## config.mk

```make
export PLATFORM = sky130hd
export DESIGN_NAME = fpmul_pipe_flat
export DESIGN_NICKNAME = d
export VERILOG_FILES = /design/src/rtl/fpmul_pkg.sv /design/src/rtl/fpmul_pipe_if.sv /design/src/rtl/fpmul_round.sv /design/src/rtl/fpmul_pipe.sv /design/src/flat_wrapper.sv
export SDC_FILE = /design/constraint.sdc
export NUM_CORES = 2
export LEC_CHECK = 0
export ABC_AREA = 0
export BUFFER_PORTS_ARGS = -buffer_cell sky130_fd_sc_hd__buf_4
export CAP_MARGIN = 25
export CORE_MARGIN = 2
export CORE_UTILIZATION = 56
export DETAILED_ROUTE_END_ITERATION = 7
export GPL_ROUTABILITY_DRIVEN = 0
export PLACE_DENSITY = 0.81
export RECOVER_POWER = 25
export SYNTH_ARGS = -nofsm -noshare
export SYNTH_HDL_FRONTEND = slang
export SYNTH_SLANG_ARGS = --single-unit
```

## constraint.sdc

```tcl
create_clock -name clk -period 8.3 [get_ports clk]
set_clock_uncertainty 0.15 [all_clocks]
set_input_delay 0.415 -clock clk [delete_from_list [all_inputs] [get_ports clk]]
set_output_delay 0.415 -clock clk [all_outputs]
set_load 0.01 [all_outputs]
```

## src/rtl/fpmul_pkg.sv

```systemverilog
// Shared definitions for the floating-point multiplier and its rounding stage:
// rounding-mode encodings, flag bit positions, exponent bias and canonical qNaN.
package fpmul_pkg;

   typedef enum logic [1:0] {
      RM_RNE = 2'b00,
      RM_RTZ = 2'b01,
      RM_RUP = 2'b10,
      RM_RDN = 2'b11
   } rmode_e;

   localparam int FLG_INEXACT   = 3;
   localparam int FLG_UNDERFLOW = 2;
   localparam int FLG_OVERFLOW  = 1;
   localparam int FLG_INVALID   = 0;

   function automatic int fp_bias(input int exp_w);
      return (1 << (exp_w - 1)) - 1;
   endfunction

   // Returned wide; callers keep the low 1+exp_w+man_w bits.
   function automatic logic [127:0] fp_qnan(input int exp_w, input int man_w);
      logic [127:0] r;
      r = '0;
      for (int i = 0; i < exp_w; i++) r[man_w + i] = 1'b1;
      r[man_w - 1] = 1'b1;
      return r;
   endfunction

endpackage

```

## src/rtl/fpmul_pipe_if.sv

```systemverilog
// Operand/result handshake bundle for fpmul_pipe; master is the producer/consumer
// side, slave is the multiplier.
interface fpmul_pipe_if #(
   parameter int EXP_W = 8,
   parameter int MAN_W = 23
) ();
   localparam int W = 1 + EXP_W + MAN_W;

   logic          in_valid;
   logic          in_ready;
   logic [W-1:0]  a;
   logic [W-1:0]  b;
   logic [1:0]    rmode;
   logic          out_valid;
   logic          out_ready;
   logic [W-1:0]  y;
   logic [3:0]    flags;

   modport master (
      output in_valid, a, b, rmode, out_ready,
      input  in_ready, out_valid, y, flags
   );

   modport slave (
      input  in_valid, a, b, rmode, out_ready,
      output in_ready, out_valid, y, flags
   );
endinterface

```

## src/rtl/fpmul_round.sv

```systemverilog
// Combinational normalise/round/assemble for a [1,4) significand product with FTZ output.
// No state; latency 0, no handshake of its own.
module fpmul_round
   import fpmul_pkg::*;
#(
   parameter int EXP_W = 8,
   parameter int MAN_W = 23
) (
   input  logic                     sign,
   input  logic signed [EXP_W+1:0]  exp_in,
   input  logic [2*MAN_W+1:0]       sig,
   input  rmode_e                   rm,
   output logic [EXP_W+MAN_W:0]     y,
   output logic [3:0]               flags
);
   localparam int EW = EXP_W + 2;
   localparam logic signed [EW-1:0] E_ONE    = EW'(1);
   localparam logic signed [EW-1:0] E_MAX    = EW'((1 << EXP_W) - 1);
   localparam logic [EXP_W-1:0]     EXP_ONES = '1;
   localparam logic [EXP_W-1:0]     EXP_MAXF = {{(EXP_W-1){1'b1}}, 1'b0};

   logic [2*MAN_W:0]       nrm;
   logic signed [EW-1:0]   e_n;
   logic signed [EW-1:0]   e_r;
   logic [MAN_W:0]         frac;
   logic                   g;
   logic                   s;
   logic                   inc;
   logic                   ovf_inf;

   always_comb begin
      nrm     = '0;
      e_n     = exp_in;
      inc     = 1'b0;
      y       = '0;
      flags   = '0;

      // nrm drops the hidden one: its MSB is the first fraction bit.
      if (sig[2*MAN_W+1]) begin
         nrm = sig[2*MAN_W:0];
         e_n = exp_in + E_ONE;
      end else begin
         nrm = {sig[2*MAN_W-1:0], 1'b0};
      end

      g = nrm[MAN_W];
      s = |nrm[MAN_W-1:0];

      case (rm)
         RM_RNE:  inc = g & (s | nrm[MAN_W+1]);
         RM_RUP:  inc = (g | s) & ~sign;
         RM_RDN:  inc = (g | s) & sign;
         default: inc = 1'b0;
      endcase

      frac = {1'b0, nrm[2*MAN_W:MAN_W+1]} + {{MAN_W{1'b0}}, inc};
      e_r  = frac[MAN_W] ? e_n + E_ONE : e_n;
      ovf_inf = (rm == RM_RNE) | ((rm == RM_RUP) & ~sign) | ((rm == RM_RDN) & sign);

      y = {sign, e_r[EXP_W-1:0], frac[MAN_W-1:0]};
      flags[FLG_INEXACT] = g | s;

      if (e_n[EW-1] || e_n == '0) begin
         y = {sign, {(EXP_W+MAN_W){1'b0}}};
         flags[FLG_INEXACT]   = 1'b1;
         flags[FLG_UNDERFLOW] = 1'b1;
      end else if (e_r >= E_MAX) begin
         flags[FLG_INEXACT]  = 1'b1;
         flags[FLG_OVERFLOW] = 1'b1;
         if (ovf_inf) y = {sign, EXP_ONES, {MAN_W{1'b0}}};
         else         y = {sign, EXP_MAXF, {MAN_W{1'b1}}};
      end
   end
endmodule

```

## src/rtl/fpmul_pipe.sv

```systemverilog
// fpmul_pipe: 3-stage FP multiplier (classify/exp, multiply, round), FTZ, 4 rounding modes.
// Whole pipe stalls while out_valid & ~out_ready; FPMUL_STICKY_FLAGS_EN adds sticky flags.
module fpmul_pipe
   import fpmul_pkg::*;
#(
   parameter int EXP_W = 8,
   parameter int MAN_W = 23
) (
   input  logic          clk,
   input  logic          reset,
   fpmul_pipe_if.slave   bus
`ifdef FPMUL_STICKY_FLAGS_EN
   ,
   input  logic          flag_clr,
   output logic [3:0]    sticky_flags
`endif
);
   localparam int W    = 1 + EXP_W + MAN_W;
   localparam int EW   = EXP_W + 2;
   localparam int PW   = 2*MAN_W + 2;
   localparam int BIAS = fp_bias(EXP_W);
   localparam logic [127:0]          QNAN_FULL = fp_qnan(EXP_W, MAN_W);
   localparam logic [W-1:0]          QNAN      = QNAN_FULL[W-1:0];
   localparam logic signed [EW-1:0]  BIAS_X    = EW'(BIAS);
   localparam logic [EXP_W-1:0]      EXP_ONES  = '1;

   logic advance;

   logic                sa, sb;
   logic [EXP_W-1:0]    ea, eb;
   logic [MAN_W-1:0]    fa, fb;
   logic                a_zero, b_zero, a_max, b_max;
   logic                a_inf, b_inf, a_nan, b_nan, a_snan, b_snan;
   logic                in_sign;
   logic                in_spec;
   logic [W-1:0]        spec_y;
   logic [3:0]          spec_f;
   logic signed [EW-1:0] e_sum;

   logic                s1_vld, s1_sign, s1_spec;
   logic signed [EW-1:0] s1_exp;
   logic [MAN_W:0]      s1_ma, s1_mb;
   rmode_e              s1_rm;
   logic [W-1:0]        s1_spec_y;
   logic [3:0]          s1_spec_f;

   logic                s2_vld, s2_sign, s2_spec;
   logic signed [EW-1:0] s2_exp;
   logic [PW-1:0]       s2_prod;
   rmode_e              s2_rm;
   logic [W-1:0]        s2_spec_y;
   logic [3:0]          s2_spec_f;

   logic [W-1:0]        rnd_y;
   logic [3:0]          rnd_f;
   logic                out_vld;
   logic [W-1:0]        y_q;
   logic [3:0]          flags_q;

   assign advance       = bus.out_ready | ~out_vld;
   assign bus.in_ready  = advance;
   assign bus.out_valid = out_vld;
   assign bus.y         = y_q;
   assign bus.flags     = flags_q;

   assign {sa, ea, fa} = bus.a;
   assign {sb, eb, fb} = bus.b;

   // Denormals have a zero exponent field and therefore classify as zero.
   assign a_zero  = (ea == '0);
   assign b_zero  = (eb == '0);
   assign a_max   = (ea == EXP_ONES);
   assign b_max   = (eb == EXP_ONES);
   assign a_inf   = a_max && (fa == '0);
   assign b_inf   = b_max && (fb == '0);
   assign a_nan   = a_max && (fa != '0);
   assign b_nan   = b_max && (fb != '0);
   assign a_snan  = a_nan && !fa[MAN_W-1];
   assign b_snan  = b_nan && !fb[MAN_W-1];
   assign in_sign = sa ^ sb;
   assign in_spec = a_zero | b_zero | a_max | b_max;
   assign e_sum   = $signed({2'b00, ea}) + $signed({2'b00, eb}) - BIAS_X;

   always_comb begin
      spec_y = '0;
      spec_f = '0;
      if (a_nan || b_nan) begin
         spec_y = QNAN;
         spec_f[FLG_INVALID] = a_snan | b_snan;
      end else if ((a_inf && b_zero) || (a_zero && b_inf)) begin
         spec_y = QNAN;
         spec_f[FLG_INVALID] = 1'b1;
      end else if (a_inf || b_inf) begin
         spec_y = {in_sign, EXP_ONES, {MAN_W{1'b0}}};
      end else begin
         spec_y = {in_sign, {(W-1){1'b0}}};
      end
   end

   // Datapath registers carry no reset; the valid bits qualify them.
   always_ff @(posedge clk) begin
      if (advance) begin
         if (bus.in_valid) begin
            s1_sign   <= in_sign;
            s1_exp    <= e_sum;
            s1_ma     <= {1'b1, fa};
            s1_mb     <= {1'b1, fb};
            s1_rm     <= rmode_e'(bus.rmode);
            s1_spec   <= in_spec;
            s1_spec_y <= spec_y;
            s1_spec_f <= spec_f;
         end
         if (s1_vld) begin
            s2_sign   <= s1_sign;
            s2_exp    <= s1_exp;
            s2_prod   <= PW'(s1_ma) * PW'(s1_mb);
            s2_rm     <= s1_rm;
            s2_spec   <= s1_spec;
            s2_spec_y <= s1_spec_y;
            s2_spec_f <= s1_spec_f;
         end
      end
   end

   fpmul_round #(
      .EXP_W (EXP_W),
      .MAN_W (MAN_W)
   ) u_round (
      .sign   (s2_sign),
      .exp_in (s2_exp),
      .sig    (s2_prod),
      .rm     (s2_rm),
      .y      (rnd_y),
      .flags  (rnd_f)
   );

   always_ff @(posedge clk) begin
      if (reset) begin
         s1_vld  <= 1'b0;
         s2_vld  <= 1'b0;
         out_vld <= 1'b0;
         y_q     <= '0;
         flags_q <= '0;
      end else if (advance) begin
         s1_vld  <= bus.in_valid;
         s2_vld  <= s1_vld;
         out_vld <= s2_vld;
         if (s2_vld) begin
            y_q     <= s2_spec ? s2_spec_y : rnd_y;
            flags_q <= s2_spec ? s2_spec_f : rnd_f;
         end
      end
   end

`ifdef FPMUL_STICKY_FLAGS_EN
   logic out_xfer;
   assign out_xfer = out_vld & bus.out_ready;

   // A clear coinciding with a transfer keeps only the transferring result's flags.
   always_ff @(posedge clk) begin
      if (reset)         sticky_flags <= '0;
      else if (flag_clr) sticky_flags <= out_xfer ? flags_q : 4'b0000;
      else if (out_xfer) sticky_flags <= sticky_flags | flags_q;
   end
`endif
endmodule

```

## src/flat_wrapper.sv

```systemverilog
// flat-port wrapper written by rule: the top's interface ports become plain ports
module fpmul_pipe_flat import fpmul_pkg::*;
#(
   parameter int EXP_W = 8,
   parameter int MAN_W = 23
)
  (clk, reset, bus_in_valid, bus_a, bus_b, bus_rmode, bus_out_ready, bus_in_ready, bus_out_valid, bus_y, bus_flags);
  fpmul_pipe_if #(.EXP_W(EXP_W), .MAN_W(MAN_W)) bus_i ();
  input  logic clk;
  input  logic reset;
  input wire logic [$bits(bus_i.in_valid)-1:0] bus_in_valid;
  input wire logic [$bits(bus_i.a)-1:0] bus_a;
  input wire logic [$bits(bus_i.b)-1:0] bus_b;
  input wire logic [$bits(bus_i.rmode)-1:0] bus_rmode;
  input wire logic [$bits(bus_i.out_ready)-1:0] bus_out_ready;
  output wire logic [$bits(bus_i.in_ready)-1:0] bus_in_ready;
  output wire logic [$bits(bus_i.out_valid)-1:0] bus_out_valid;
  output wire logic [$bits(bus_i.y)-1:0] bus_y;
  output wire logic [$bits(bus_i.flags)-1:0] bus_flags;
  assign bus_i.in_valid = bus_in_valid;
  assign bus_i.a = bus_a;
  assign bus_i.b = bus_b;
  assign bus_i.rmode = bus_rmode;
  assign bus_i.out_ready = bus_out_ready;
  assign bus_in_ready = bus_i.in_ready;
  assign bus_out_valid = bus_i.out_valid;
  assign bus_y = bus_i.y;
  assign bus_flags = bus_i.flags;
  fpmul_pipe #(.EXP_W(EXP_W), .MAN_W(MAN_W)) u_core (.clk(clk), .reset(reset), .bus(bus_i));
endmodule
```

==> flow_summary.ini <==
[run_status]
run_status = completed

[synth]
syn_nets = 3555
synth_top_cell_area_share_pct = 35.9
most_frequent_cells_after_synthesis = sky130_fd_sc_hd__inv_1, sky130_fd_sc_hd__fa_1, sky130_fd_sc_hd__nand2_1
synth_area_um2 = 26900
synth_warnings = 0
yosys.area.top_type = sky130_fd_sc_hd__fa_1
synthesis.instances = 2814
ys.flop_type = sky130_fd_sc_hd__edfxtp_1
synth-edff-count = 130
synthDistinctLibCells = 81
synth.ff_latch_count = 169
syn-mean-instance-area_um2 = 9.57
post_synth_main_area_contributors = sky130_fd_sc_hd__fa_1, sky130_fd_sc_hd__edfxtp_1, sky130_fd_sc_hd__ha_1
seq_area_frac_synth_pct = 17.4
synthMostInstantiatedCell = sky130_fd_sc_hd__inv_1
ys_async_sr_fraction_pct = 0

[drt]
vias = 20646
route.detailed.wl_per_inst_um = 20.9
drt.antenna.violating_nets = 0
dr.first_iter.drc_count = 1921
post-route-drc-count = 0
post_drt_via_cell_ratio = 5.80
postRouteWirelength_um = 74300
firstDrtPassIters = 6

[worst_setup_path]
slowest_stage = sky130_fd_sc_hd__edfxtp_1
worst_path_most_repeated_cell = sky130_fd_sc_hd__fa_1
r2r.worst_path.cells = 22
worst_path_largest_cell_delay_ps = 900
worst-path-max-fanout = 16
crit_arrival_ps = 8180
timing_worst_setup_path_type = reg2reg
rrSetupSlack_ps = 300
start_kind = register
rr_endpoint = u_core.s2_prod[44]
r2r_start = u_core.s1_mb[5]
path_cells = buf_4 -> nand2_1 -> fa_1 -> fa_1 -> inv_1 -> fa_1 -> fa_1 -> fa_1 -> fa_1 -> inv_1 -> fa_1 -> inv_1 -> ha_1 -> a21oi_1 -> nand2_1 -> nand3_1 -> a211oi_2 -> o211ai_1 -> a2111oi_0 -> buf_4 -> nor2_1 -> o311ai_1
critPathRequiredTime_ps = 8470
cp-end-kind = register

[placement]
numPortBuffers = 107
dpl.cell_count = 3448
place_worst_setup_slack_ps = 221
hpwl_reported_at_the_end_of_detailed_placement_um = 56000

[die]
initial_utilization_pct = 56.5
rows = 80
core_area_um2 = 47600
die_h_um = 223
num_io_pins = 108
die_width_um = 223
floorplan.die_area_um2 = 49800

[worst_hold_path]
start_point_of_the_worst_min_delay_path = bus_in_valid
endpoint_worst_hold = u_core.s1_vld
min-delay-path-class = in2reg
min_delay_path_depth = 3

[grt]
grt_max_degree = 68
number_of_antenna_violations_at_the_first_check_in_global_routing = 3
groute.usage.overall_pct = 30.6
grt_pass1_wl_um = 116000
grt_pass1_vias = 21878
overflow = 0

[finish]
fillers = 3641
post_layout_nonfiller_instances = 3558
synthToLayoutAreaGrowth_pct = 10.1
layout-drive-gt1-share_pct = 7.99
nNetsFinal = 3669

[sta]
slew_violations = 0
period_needed_ps = 8000
clock.fmax_mhz = 125
finalHoldWorstSlack_ps = 20.3
worst_slew_pin_slew_ps = 1180
setup_viol_count_final = 0
totalNegativeSetupSlack_ps = 0
max_slew_margin_pct = 20.7
rsz0062_at_grt = no
post-route-worst-setup-slack_ps = 296
finalHoldViolCount = 0
fin_crit_sh_pct = 96.4

[clock_network]
clk_buf_depth = 2
path_clk_slew_ps = 100
cts_max_level = 4
cts_inserted_buffers = 17
cts_root_buf = sky130_fd_sc_hd__clkbuf_16
cts_tree = yes
tritoncts_num_sinks = 169
clk-insertion-delay-late_ps = 520

[flow_run]
max_cap_violations = 0
[how the worst max path moves through the flow]
stage,from,to,cells after the start
5_1_grt,u_core.s1_ma[5],u_core.s2_prod[44],21
2_1_floorplan,u_core.s1_ma[14],u_core.s2_prod[44],24
4_1_cts,u_core.s1_mb[9],u_core.s2_prod[44],22
3_3_place_gp,u_core.s1_mb[9],u_core.s2_prod[44],22
3_5_place_dp,u_core.s1_mb[9],u_core.s2_prod[44],22
6_report,u_core.s1_mb[5],u_core.s2_prod[44],22
[metrics by stage]
step	utilization, %	area (um2)
3_3_place_gp	59.4	28300
5_1_grt	62.2	29600
2_1_floorplan	-	26900
4_1_cts	61.7	29400
3_5_place_dp	59.4	28300
6_report	62.2	29600
[worst max-delay path, delay by kind of cell, from the launching register on]
kind	cells	cell delay, ps
adder cells (fa/ha/maj)	8	3890
AO/OA/AOI/OAI	5	1680
flip-flops	1	900
buffers and inverters	5	720
AND/OR/NAND/NOR	4	450
[flip-flops by register name (all words and copies together) (netlist names), 2 cells and up]
signal,cells
u_core.bus.flags,4
u_core.s1_rm,2
u_core.s1_exp,10
u_core.s2_spec_y,3
u_core.s1_mb,23
u_core.s2_exp,10
u_core.bus.y,32
u_core.s1_ma,23
u_core.s2_rm,2
u_core.s2_prod,48
u_core.s1_spec_y,3
[layout make-up]
cell class	count	area [um2]	area share, %
timing repair buffer	226	1820	6.13
antenna	2	5.00	0.0169
tap	615	769	2.60
sequential	169	4680	15.8
clock inverter	15	211	0.713
clock buffer	17	425	1.44
inverter	602	2260	7.64
multi-input combinational	1912	19500	65.7
[what timing repair did]
action	4_1_cts	5_1_grt
setup buffers	0	26
endpoints found under the setup margin	0	6
hold buffers	46	0
hold endpoints to repair	46	0
resized for setup	0	2
[cells by family (layout without fill, tap and decap cells)]
kind of cell | Yosys count | in the layout | synth area share, %
AOI/OAI and AO/OA | 244 | 244 | 6.90
xor gates and xnor gates | 105 | 105 | 3.44
adders and majority gates | 671 | 671 | 44.7
buffers and inverters | 733 | 860 | 10.4
DFF | 169 | 169 | 17.4
muxes | 24 | 24 | 0.902
other | 0 | 2 | 0
and+or+nand+nor | 868 | 868 | 16.3
[cells in the final DEF, fill, tap and decap left out, drive strengths merged, types with 46 or more instances in the layout]
master,Yosys,layout
inv,597,604
fa,483,483
clkbuf,116,78
a21oi,85,85
buf,15,119
edfxtp,130,130
nor2,107,107
ha,188,188
and2,259,259
dlygate4sd3,0,46
nand2,320,320
xnor2,63,63
[routing by layer]
metal | wire length [um] | track usage (%)
met5 | 27 | 0
met4 | 4680 | 17.3
met3 | 9150 | 9.85
met2 | 33900 | 48.1
met1 | 26500 | 37.4
Power is left out: the tool's default activity adds up to more than one toggle a clock period on the data nets, which glitch-free logic cannot reach.
